### src/rtl/eci_mob_lo_sched.sv
// eci_mob_lo_sched: credit-aware round-robin scheduler feeding the ECI MOB low-bandwidth stream.
// Define ECI_MOB_LO_SCHED_PRIO0_EN to give requester 0 strict priority over the round-robin.

module eci_mob_lo_pool #(
  parameter int CNT_W       = 5,
  parameter int CREDIT_INIT = 8
) (
  input  logic clk,
  input  logic reset,
  input  logic link_up,
  input  logic grant,
  input  logic ret,
  output logic nz,
  output logic ovf
);
  localparam logic [CNT_W-1:0] MAX  = '1;
  localparam logic [CNT_W-1:0] INIT = CNT_W'(CREDIT_INIT);

  logic [CNT_W-1:0] cnt;

  assign nz  = |cnt;
  // A return that coincides with a grant nets to zero and cannot overflow.
  assign ovf = link_up && ret && !grant && (cnt == MAX);

  always_ff @(posedge clk or posedge reset)
    if (reset)                              cnt <= INIT;
    else if (!link_up)                      cnt <= INIT;
    else if (grant && !ret)                 cnt <= cnt - 1'b1;
    else if (ret && !grant && cnt != MAX)   cnt <= cnt + 1'b1;
endmodule

module eci_mob_lo_sched #(
  parameter int NUM_REQ     = 8,
  parameter int CREDIT_INIT = 8,
  parameter int CNT_W       = 5
) (
  input  logic                     clk,
  input  logic                     reset,
  input  logic [NUM_REQ-1:0][63:0] req_data,
  input  logic [NUM_REQ-1:0][3:0]  req_vc_no,
  input  logic [NUM_REQ-1:0]       req_valid,
  output logic [NUM_REQ-1:0]       req_ready,
  output logic [63:0]              mob_lo_data,
  output logic [3:0]               mob_lo_vc_no,
  output logic                     mob_lo_valid,
  input  logic                     mob_lo_ready,
  input  logic [12:0]              mob_credit_return,
  input  logic                     link_up,
  output logic [NUM_REQ-1:0]       credits_avail,
  output logic                     err_credit_ovf
);
  localparam int RR_W = (NUM_REQ > 1) ? $clog2(NUM_REQ) : 1;
`ifdef ECI_MOB_LO_SCHED_PRIO0_EN
  localparam logic [RR_W-1:0] RR_RST = RR_W'(1);
`else
  localparam logic [RR_W-1:0] RR_RST = '0;
`endif

  typedef struct packed {
    logic [63:0] data;
    logic [3:0]  vc_no;
  } word_t;

  word_t              out_q;
  logic [RR_W-1:0]    rr, rr_nxt, gnt_idx;
  logic [NUM_REQ-1:0] elig, nz, ovf;
  logic               free, gnt_any, rr_upd;
  logic               unused_ret;

  assign unused_ret = ^mob_credit_return;

  always_comb begin : p_arb
    int j;
    int n;
    j         = 0;
    n         = 0;
    free      = !mob_lo_valid || mob_lo_ready;
    elig      = req_valid & nz & {NUM_REQ{link_up && free}};
    req_ready = '0;
    gnt_any   = 1'b0;
    gnt_idx   = '0;
    rr_upd    = 1'b0;
`ifdef ECI_MOB_LO_SCHED_PRIO0_EN
    // Requester 0 bypasses the pointer; the ring covers 1..NUM_REQ-1.
    if (elig[0]) begin
      gnt_any = 1'b1;
    end else begin
      for (int k = 0; k < NUM_REQ - 1; k++) begin
        j = int'(rr) + k;
        if (j >= NUM_REQ) j = j - (NUM_REQ - 1);
        if (!gnt_any && elig[RR_W'(j)]) begin
          gnt_any = 1'b1;
          gnt_idx = RR_W'(j);
          rr_upd  = 1'b1;
        end
      end
    end
    n = int'(gnt_idx) + 1;
    if (n >= NUM_REQ) n = 1;
`else
    for (int k = 0; k < NUM_REQ; k++) begin
      j = int'(rr) + k;
      if (j >= NUM_REQ) j = j - NUM_REQ;
      if (!gnt_any && elig[RR_W'(j)]) begin
        gnt_any = 1'b1;
        gnt_idx = RR_W'(j);
        rr_upd  = 1'b1;
      end
    end
    n = int'(gnt_idx) + 1;
    if (n >= NUM_REQ) n = 0;
`endif
    rr_nxt = RR_W'(n);
    if (gnt_any) req_ready[gnt_idx] = 1'b1;
  end

  for (genvar i = 0; i < NUM_REQ; i++) begin : g_pool
    eci_mob_lo_pool #(
      .CNT_W       (CNT_W),
      .CREDIT_INIT (CREDIT_INIT)
    ) u_pool (
      .clk     (clk),
      .reset   (reset),
      .link_up (link_up),
      .grant   (req_ready[i]),
      .ret     (mob_credit_return[i]),
      .nz      (nz[i]),
      .ovf     (ovf[i])
    );
  end

  assign credits_avail = nz;
  assign mob_lo_data   = out_q.data;
  assign mob_lo_vc_no  = out_q.vc_no;

  always_ff @(posedge clk or posedge reset)
    if (reset) begin
      out_q          <= '0;
      mob_lo_valid   <= 1'b0;
      rr             <= RR_RST;
      err_credit_ovf <= 1'b0;
    end else begin
      if (gnt_any) begin
        out_q        <= '{data: req_data[gnt_idx], vc_no: req_vc_no[gnt_idx]};
        mob_lo_valid <= 1'b1;
      end else if (mob_lo_ready) begin
        mob_lo_valid <= 1'b0;
      end
      if (!link_up)    rr <= RR_RST;
      else if (rr_upd) rr <= rr_nxt;
      if (|ovf) err_credit_ovf <= 1'b1;
    end
endmodule

### config.mk
export PLATFORM = sky130hd
export DESIGN_NAME = eci_mob_lo_sched
export DESIGN_NICKNAME = d
export VERILOG_FILES = /design/src/rtl/eci_mob_lo_sched.sv
export SDC_FILE = /design/constraint.sdc
export NUM_CORES = 1
export LEC_CHECK = 0
export BUFFER_PORTS_ARGS = -buffer_cell sky130_fd_sc_hd__buf_2
export CAP_MARGIN = 5
export CORE_AREA = 2 2 255 257
export DETAILED_ROUTE_END_ITERATION = 10
export DIE_AREA = 0 0 257 259
export HOLD_SLACK_MARGIN = 0.1
export PLACE_DENSITY = 0.38
export SYNTH_ARGS = -nofsm -noshare
export SYNTH_HDL_FRONTEND = slang
export SYNTH_SLANG_ARGS = --single-unit
export TNS_END_PERCENT = 5
### constraint.sdc
create_clock -name clk -period 9.8 [get_ports clk]
set_input_delay 0.98 -clock clk [delete_from_list [all_inputs] [get_ports clk]]
set_output_delay 0.98 -clock clk [all_outputs]
set_load 0.05 [all_outputs]
==> report_table.html <==
<table>
<tr><th>Metric</th><th>Value</th></tr>
<tr><th colspan="2">Run status</th></tr>
<tr><td>Result of the run</td><td>completed</td></tr>
<tr><th colspan="2">Floorplan</th></tr>
<tr><td>Die width</td><td>257 um</td></tr>
<tr><td>Effective utilization at floorplan</td><td>approximately 18%</td></tr>
<tr><td>Top Ports</td><td>655</td></tr>
<tr><td>DIE AREA</td><td>0.06656 sq mm</td></tr>
<tr><td>Placeable core region</td><td>around 0.064 sq mm</td></tr>
<tr><td>Row count</td><td>93</td></tr>
<tr><td>Height of the die</td><td>259 um</td></tr>
<tr><th colspan="2">Clock network</th></tr>
<tr><td>Hold-fix buffer count after cts</td><td>0</td></tr>
<tr><td>Register clock-pin slew on the reported worst setup and hold paths</td><td>60 ps</td></tr>
<tr><td>CTS tree</td><td>yes</td></tr>
<tr><td>Number of instances resized during post-cts repair</td><td>0</td></tr>
<tr><td>CTS root buf</td><td>sky130_fd_sc_hd__clkbuf_16</td></tr>
<tr><td>Clock buffer count from CTS</td><td>17</td></tr>
<tr><td>Clock tree sinks</td><td>113</td></tr>
<tr><td>H-Tree Depth</td><td>4</td></tr>
<tr><td>Worst-Skew Late Latency</td><td>about 480 ps</td></tr>
<tr><td>Post-CTS setup buffers</td><td>0</td></tr>
<tr><td>Bufs on Longest Clock Path</td><td>2</td></tr>
<tr><th colspan="2">Detailed routing</th></tr>
<tr><td>Number of iterations in the first detailed-routing pass</td><td>6</td></tr>
<tr><td>Detailed router's first-iteration violation count</td><td>1,075</td></tr>
<tr><td>Total detailed-routing wirelength</td><td>~69 mm</td></tr>
<tr><td>Average vias per placed instance</td><td>4.808</td></tr>
<tr><td>Number of vias in the routed layout</td><td>~14,000</td></tr>
<tr><td>Routed wire length per instance</td><td>~24 um</td></tr>
<tr><td>Post-DRT Antenna Nets</td><td>0</td></tr>
<tr><td>DRC violation count after routing</td><td>0</td></tr>
<tr><th colspan="2">Placed design</th></tr>
<tr><td>Detailed placement HPWL</td><td>about 54 mm</td></tr>
<tr><td>Routability-driven placement congestion ratio</td><td>between 0.9 and 1</td></tr>
<tr><td>I/O Buffers</td><td>about 650</td></tr>
<tr><th colspan="2">Finish</th></tr>
<tr><td>Fillers</td><td>a little over 7,000</td></tr>
<tr><td>Fraction of final layout cells sized beyond drive strength 1</td><td>40.40%</td></tr>
<tr><td>Nets</td><td>roughly 2,600</td></tr>
<tr><td>Multi-input gate area</td><td>~0.0077 sq mm</td></tr>
<tr><td>Register area</td><td>0.002838 sq mm</td></tr>
<tr><td>Synth-to-layout area growth</td><td>39.98%</td></tr>
<tr><th colspan="2">Worst setup path</th></tr>
<tr><td>Reg-to-reg setup timing slack</td><td>2440 ps</td></tr>
<tr><td>Critical Path Sink Type</td><td>output port</td></tr>
<tr><td>Crit start category</td><td>flip-flop</td></tr>
<tr><td>Critical path required time</td><td>8820 ps</td></tr>
<tr><td>Depth of the worst register-to-register path</td><td>20</td></tr>
<tr><td>Maximum net fanout on the critical path</td><td>31</td></tr>
<tr><td>Worst path arrival time</td><td>6640 ps</td></tr>
<tr><td>Worst Setup Path Type</td><td>reg -&gt; out</td></tr>
<tr><th colspan="2">Yosys</th></tr>
<tr><td>Dominant cells by area after synthesis</td><td>sky130_fd_sc_hd__dfrtp_1 (23%), sky130_fd_sc_hd__nand2_1 (11%), sky130_fd_sc_hd__a221o_1 (6.5%), sky130_fd_sc_hd__mux2_2 (3.9%), sky130_fd_sc_hd__a222oi_1 (3.0%)</td></tr>
<tr><td>Count of synthesis-stage warnings from yosys</td><td>0</td></tr>
<tr><td>Synth cell types</td><td>80</td></tr>
<tr><td>Share of synthesized flip-flops with an asynchronous set or reset</td><td>100.0%</td></tr>
<tr><td>Post-synth top area share</td><td>between 20% and 30%</td></tr>
<tr><td>Syn Inst Count</td><td>1,425</td></tr>
<tr><td>Syn nets</td><td>2,026</td></tr>
<tr><td>Number of flops mapped to enable cells by yosys</td><td>0</td></tr>
<tr><td>Total of flip-flops plus latches after synthesis</td><td>approximately 110</td></tr>
<tr><td>Sequential area share after synthesis</td><td>25.06%</td></tr>
<tr><td>Post-synth design cell area</td><td>0.01132 sq mm</td></tr>
<tr><td>Average cell area after synthesis</td><td>7.945 sq um</td></tr>
<tr><td>Largest area contributor in the synthesized netlist</td><td>sky130_fd_sc_hd__dfrtp_1</td></tr>
<tr><td>Primary flip-flop cell chosen by synthesis mapping</td><td>sky130_fd_sc_hd__dfrtp_1</td></tr>
<tr><th colspan="2">Timing</th></tr>
<tr><td>Final TNS setup</td><td>0 ps</td></tr>
<tr><td>Worst-Margin Slew</td><td>roughly 960 ps</td></tr>
<tr><td>Maximum clock skew at final layout</td><td>13.58 ps</td></tr>
<tr><td>Number of setup violations in the final report</td><td>0</td></tr>
<tr><td>Final max-slew violation count</td><td>0</td></tr>
<tr><td>RSZ-0062 raised after global routing</td><td>no</td></tr>
<tr><td>Final hold violation count</td><td>0</td></tr>
<tr><td>Worst relative slew slack</td><td>36.09%</td></tr>
<tr><td>Fin crit share</td><td>77.81%</td></tr>
<tr><td>Peak clock frequency supported by timing</td><td>between 0.1 and 0.15 GHz</td></tr>
<tr><td>Crit path time final</td><td>between 7000 and 8000 ps</td></tr>
<tr><th colspan="2">GRT</th></tr>
<tr><td>Number of antenna violations at the first check in global routing</td><td>30</td></tr>
<tr><td>Global-route usage over all layers</td><td>between 10% and 20%</td></tr>
<tr><td>Wire length of the first global-routing pass</td><td>96.36 mm</td></tr>
<tr><td>Via count of the first global-routing pass</td><td>roughly 14,000</td></tr>
<tr><td>Maximum number of pins on one net before global-route repair</td><td>93</td></tr>
<tr><td>Final global-route overflow total</td><td>0</td></tr>
<tr><th colspan="2">Min path</th></tr>
<tr><td>Hold-critical path depth</td><td>2</td></tr>
<tr><td>Path class of the lowest-slack min-delay path</td><td>reg -&gt; reg</td></tr>
<tr><th colspan="2">Flow run</th></tr>
<tr><td>Max cap viols</td><td>0</td></tr>
</table>
[state kept, by name, summed over array words and instances, names as in the netlist]
signal / count
mob_lo_data: 64
mob_lo_vc_no: 4
rr: 3
g_pool.u_pool.cnt: 40
mob_lo_valid: 1
err_credit_ovf: 1
[final cells by class]
class	count	area share, %
Tap cell	855	6.750
Antenna cell	11	0.1737
Inverter	50	1.232
Clock inverter	10	0.8447
Sequential cell	113	17.90
Timing Repair Buffer	669	21.52
Clock buffer	22	2.929
Multi-Input combinational cell	1136	48.65
[synthesized netlist by cell type, drive strengths merged (5+ instances only)]
master	count
a222oi	34
inv	50
a221o	73
a211oi	20
xnor2	19
nor3	14
a21oi	67
nand3	23
nand2b	29
dfstp	8
and3	13
a21o	19
or4	5
nand2	339
buf	74
a31oi	6
o22ai	5
or3	8
o21ai	52
mux2	52
dfrtp	105
fa	7
xor2	17
o211ai	46
clkbuf	52
o31ai	5
a221oi	15
mux2i	25
a22o	24
nor2b	16
ha	25
a22oi	54
nor2	69
[through the flow]
step	utilization, %	hold WS [ps]	setup WS, ps	area (sq um)	std cells
after floorplan	-	491.4	4791	11320	1425
after global placement	23.83	466.6	2411	15220	2823
after detailed placement	23.83	469.7	2468	15220	2823
after CTS	24.77	483.3	2111	15820	2855
after global routing	24.80	505.0	1788	15840	2864
final	24.81	478.0	2175	15850	2866
[cells in the final DEF (no fill, tap or decap), types with 10 or more instances in the layout]
cell type | synthesis | final
sky130_fd_sc_hd__nand2_1 | 339 | 339
sky130_fd_sc_hd__a222oi_1 | 34 | 34
sky130_fd_sc_hd__buf_2 | 42 | 649
sky130_fd_sc_hd__nor3_1 | 10 | 10
sky130_fd_sc_hd__a221oi_1 | 13 | 13
sky130_fd_sc_hd__inv_1 | 44 | 43
sky130_fd_sc_hd__a22o_1 | 24 | 24
sky130_fd_sc_hd__nor2b_1 | 16 | 16
sky130_fd_sc_hd__mux2i_1 | 23 | 23
sky130_fd_sc_hd__nand2b_1 | 29 | 29
sky130_fd_sc_hd__a21o_1 | 18 | 17
sky130_fd_sc_hd__a221o_1 | 73 | 73
sky130_fd_sc_hd__a21oi_1 | 67 | 67
sky130_fd_sc_hd__xnor2_1 | 19 | 19
sky130_fd_sc_hd__and3_1 | 13 | 13
sky130_fd_sc_hd__mux2_4 | 10 | 10
sky130_fd_sc_hd__xor2_1 | 17 | 17
sky130_fd_sc_hd__dfrtp_1 | 105 | 105
sky130_fd_sc_hd__o211ai_1 | 39 | 39
sky130_fd_sc_hd__a211oi_1 | 19 | 18
sky130_fd_sc_hd__buf_4 | 24 | 19
sky130_fd_sc_hd__nand3_1 | 22 | 22
sky130_fd_sc_hd__nor2_1 | 65 | 65
sky130_fd_sc_hd__a22oi_1 | 44 | 44
sky130_fd_sc_hd__clkbuf_16 | 0 | 17
sky130_fd_sc_hd__diode_2 | 0 | 11
sky130_fd_sc_hd__o21ai_1 | 40 | 40
sky130_fd_sc_hd__ha_1 | 25 | 25
sky130_fd_sc_hd__o21ai_0 | 12 | 12
sky130_fd_sc_hd__mux2_2 | 39 | 39
sky130_fd_sc_hd__a22oi_2 | 10 | 10
[metal layers]
layer  part of all wire, %  GRT usage, %
met1                    41         23.81
met2                    48         33.45
met3                   7.8         5.702
met4                   2.9         6.896
met5                  0.11             0
[critical path, stage by stage, from the launching register on]
cell and delay [ps]:
sky130_fd_sc_hd__dfrtp_1 850, sky130_fd_sc_hd__inv_1 450, sky130_fd_sc_hd__ha_1 830, sky130_fd_sc_hd__inv_1 280
sky130_fd_sc_hd__a221oi_1 510, sky130_fd_sc_hd__o32ai_2 280, sky130_fd_sc_hd__nor3_4 480, sky130_fd_sc_hd__a31o_2 230
sky130_fd_sc_hd__buf_4 380, sky130_fd_sc_hd__o21a_2 830, sky130_fd_sc_hd__and3_1 260, sky130_fd_sc_hd__buf_4 380
sky130_fd_sc_hd__buf_2 350
[final timing paths]
path | from | endpoint
max | rr[0] | req_ready[6]
min | mob_lo_data[43] | mob_lo_data[43]
max reg2reg | rr[0] | g_pool[6].u_pool.cnt[4]
min reg2reg | mob_lo_data[43] | mob_lo_data[43]
max in group asynchronous | reset | g_pool[5].u_pool.cnt[0]
min in group asynchronous | reset | mob_lo_data[43]
[cell families (layout without fill, tap and decap cells)]
| family | Yosys count | in the layout | synth area share [%] |
|---|---|---|---|
| other | 0 | 11 | 0 |
| adders and majority gates | 32 | 32 | 4.000 |
| and+or+nand+nor | 532 | 532 | 20.50 |
| xor gates and xnor gates | 36 | 36 | 2.785 |
| buffers and inverters | 176 | 751 | 7.426 |
| muxes | 79 | 79 | 8.332 |
| DFF | 113 | 113 | 25.06 |
| AOI/OAI and AO/OA | 457 | 457 | 31.89 |
Power is left out: the tool's default activity adds up to more than one toggle a clock period on the data nets, which glitch-free logic cannot reach.
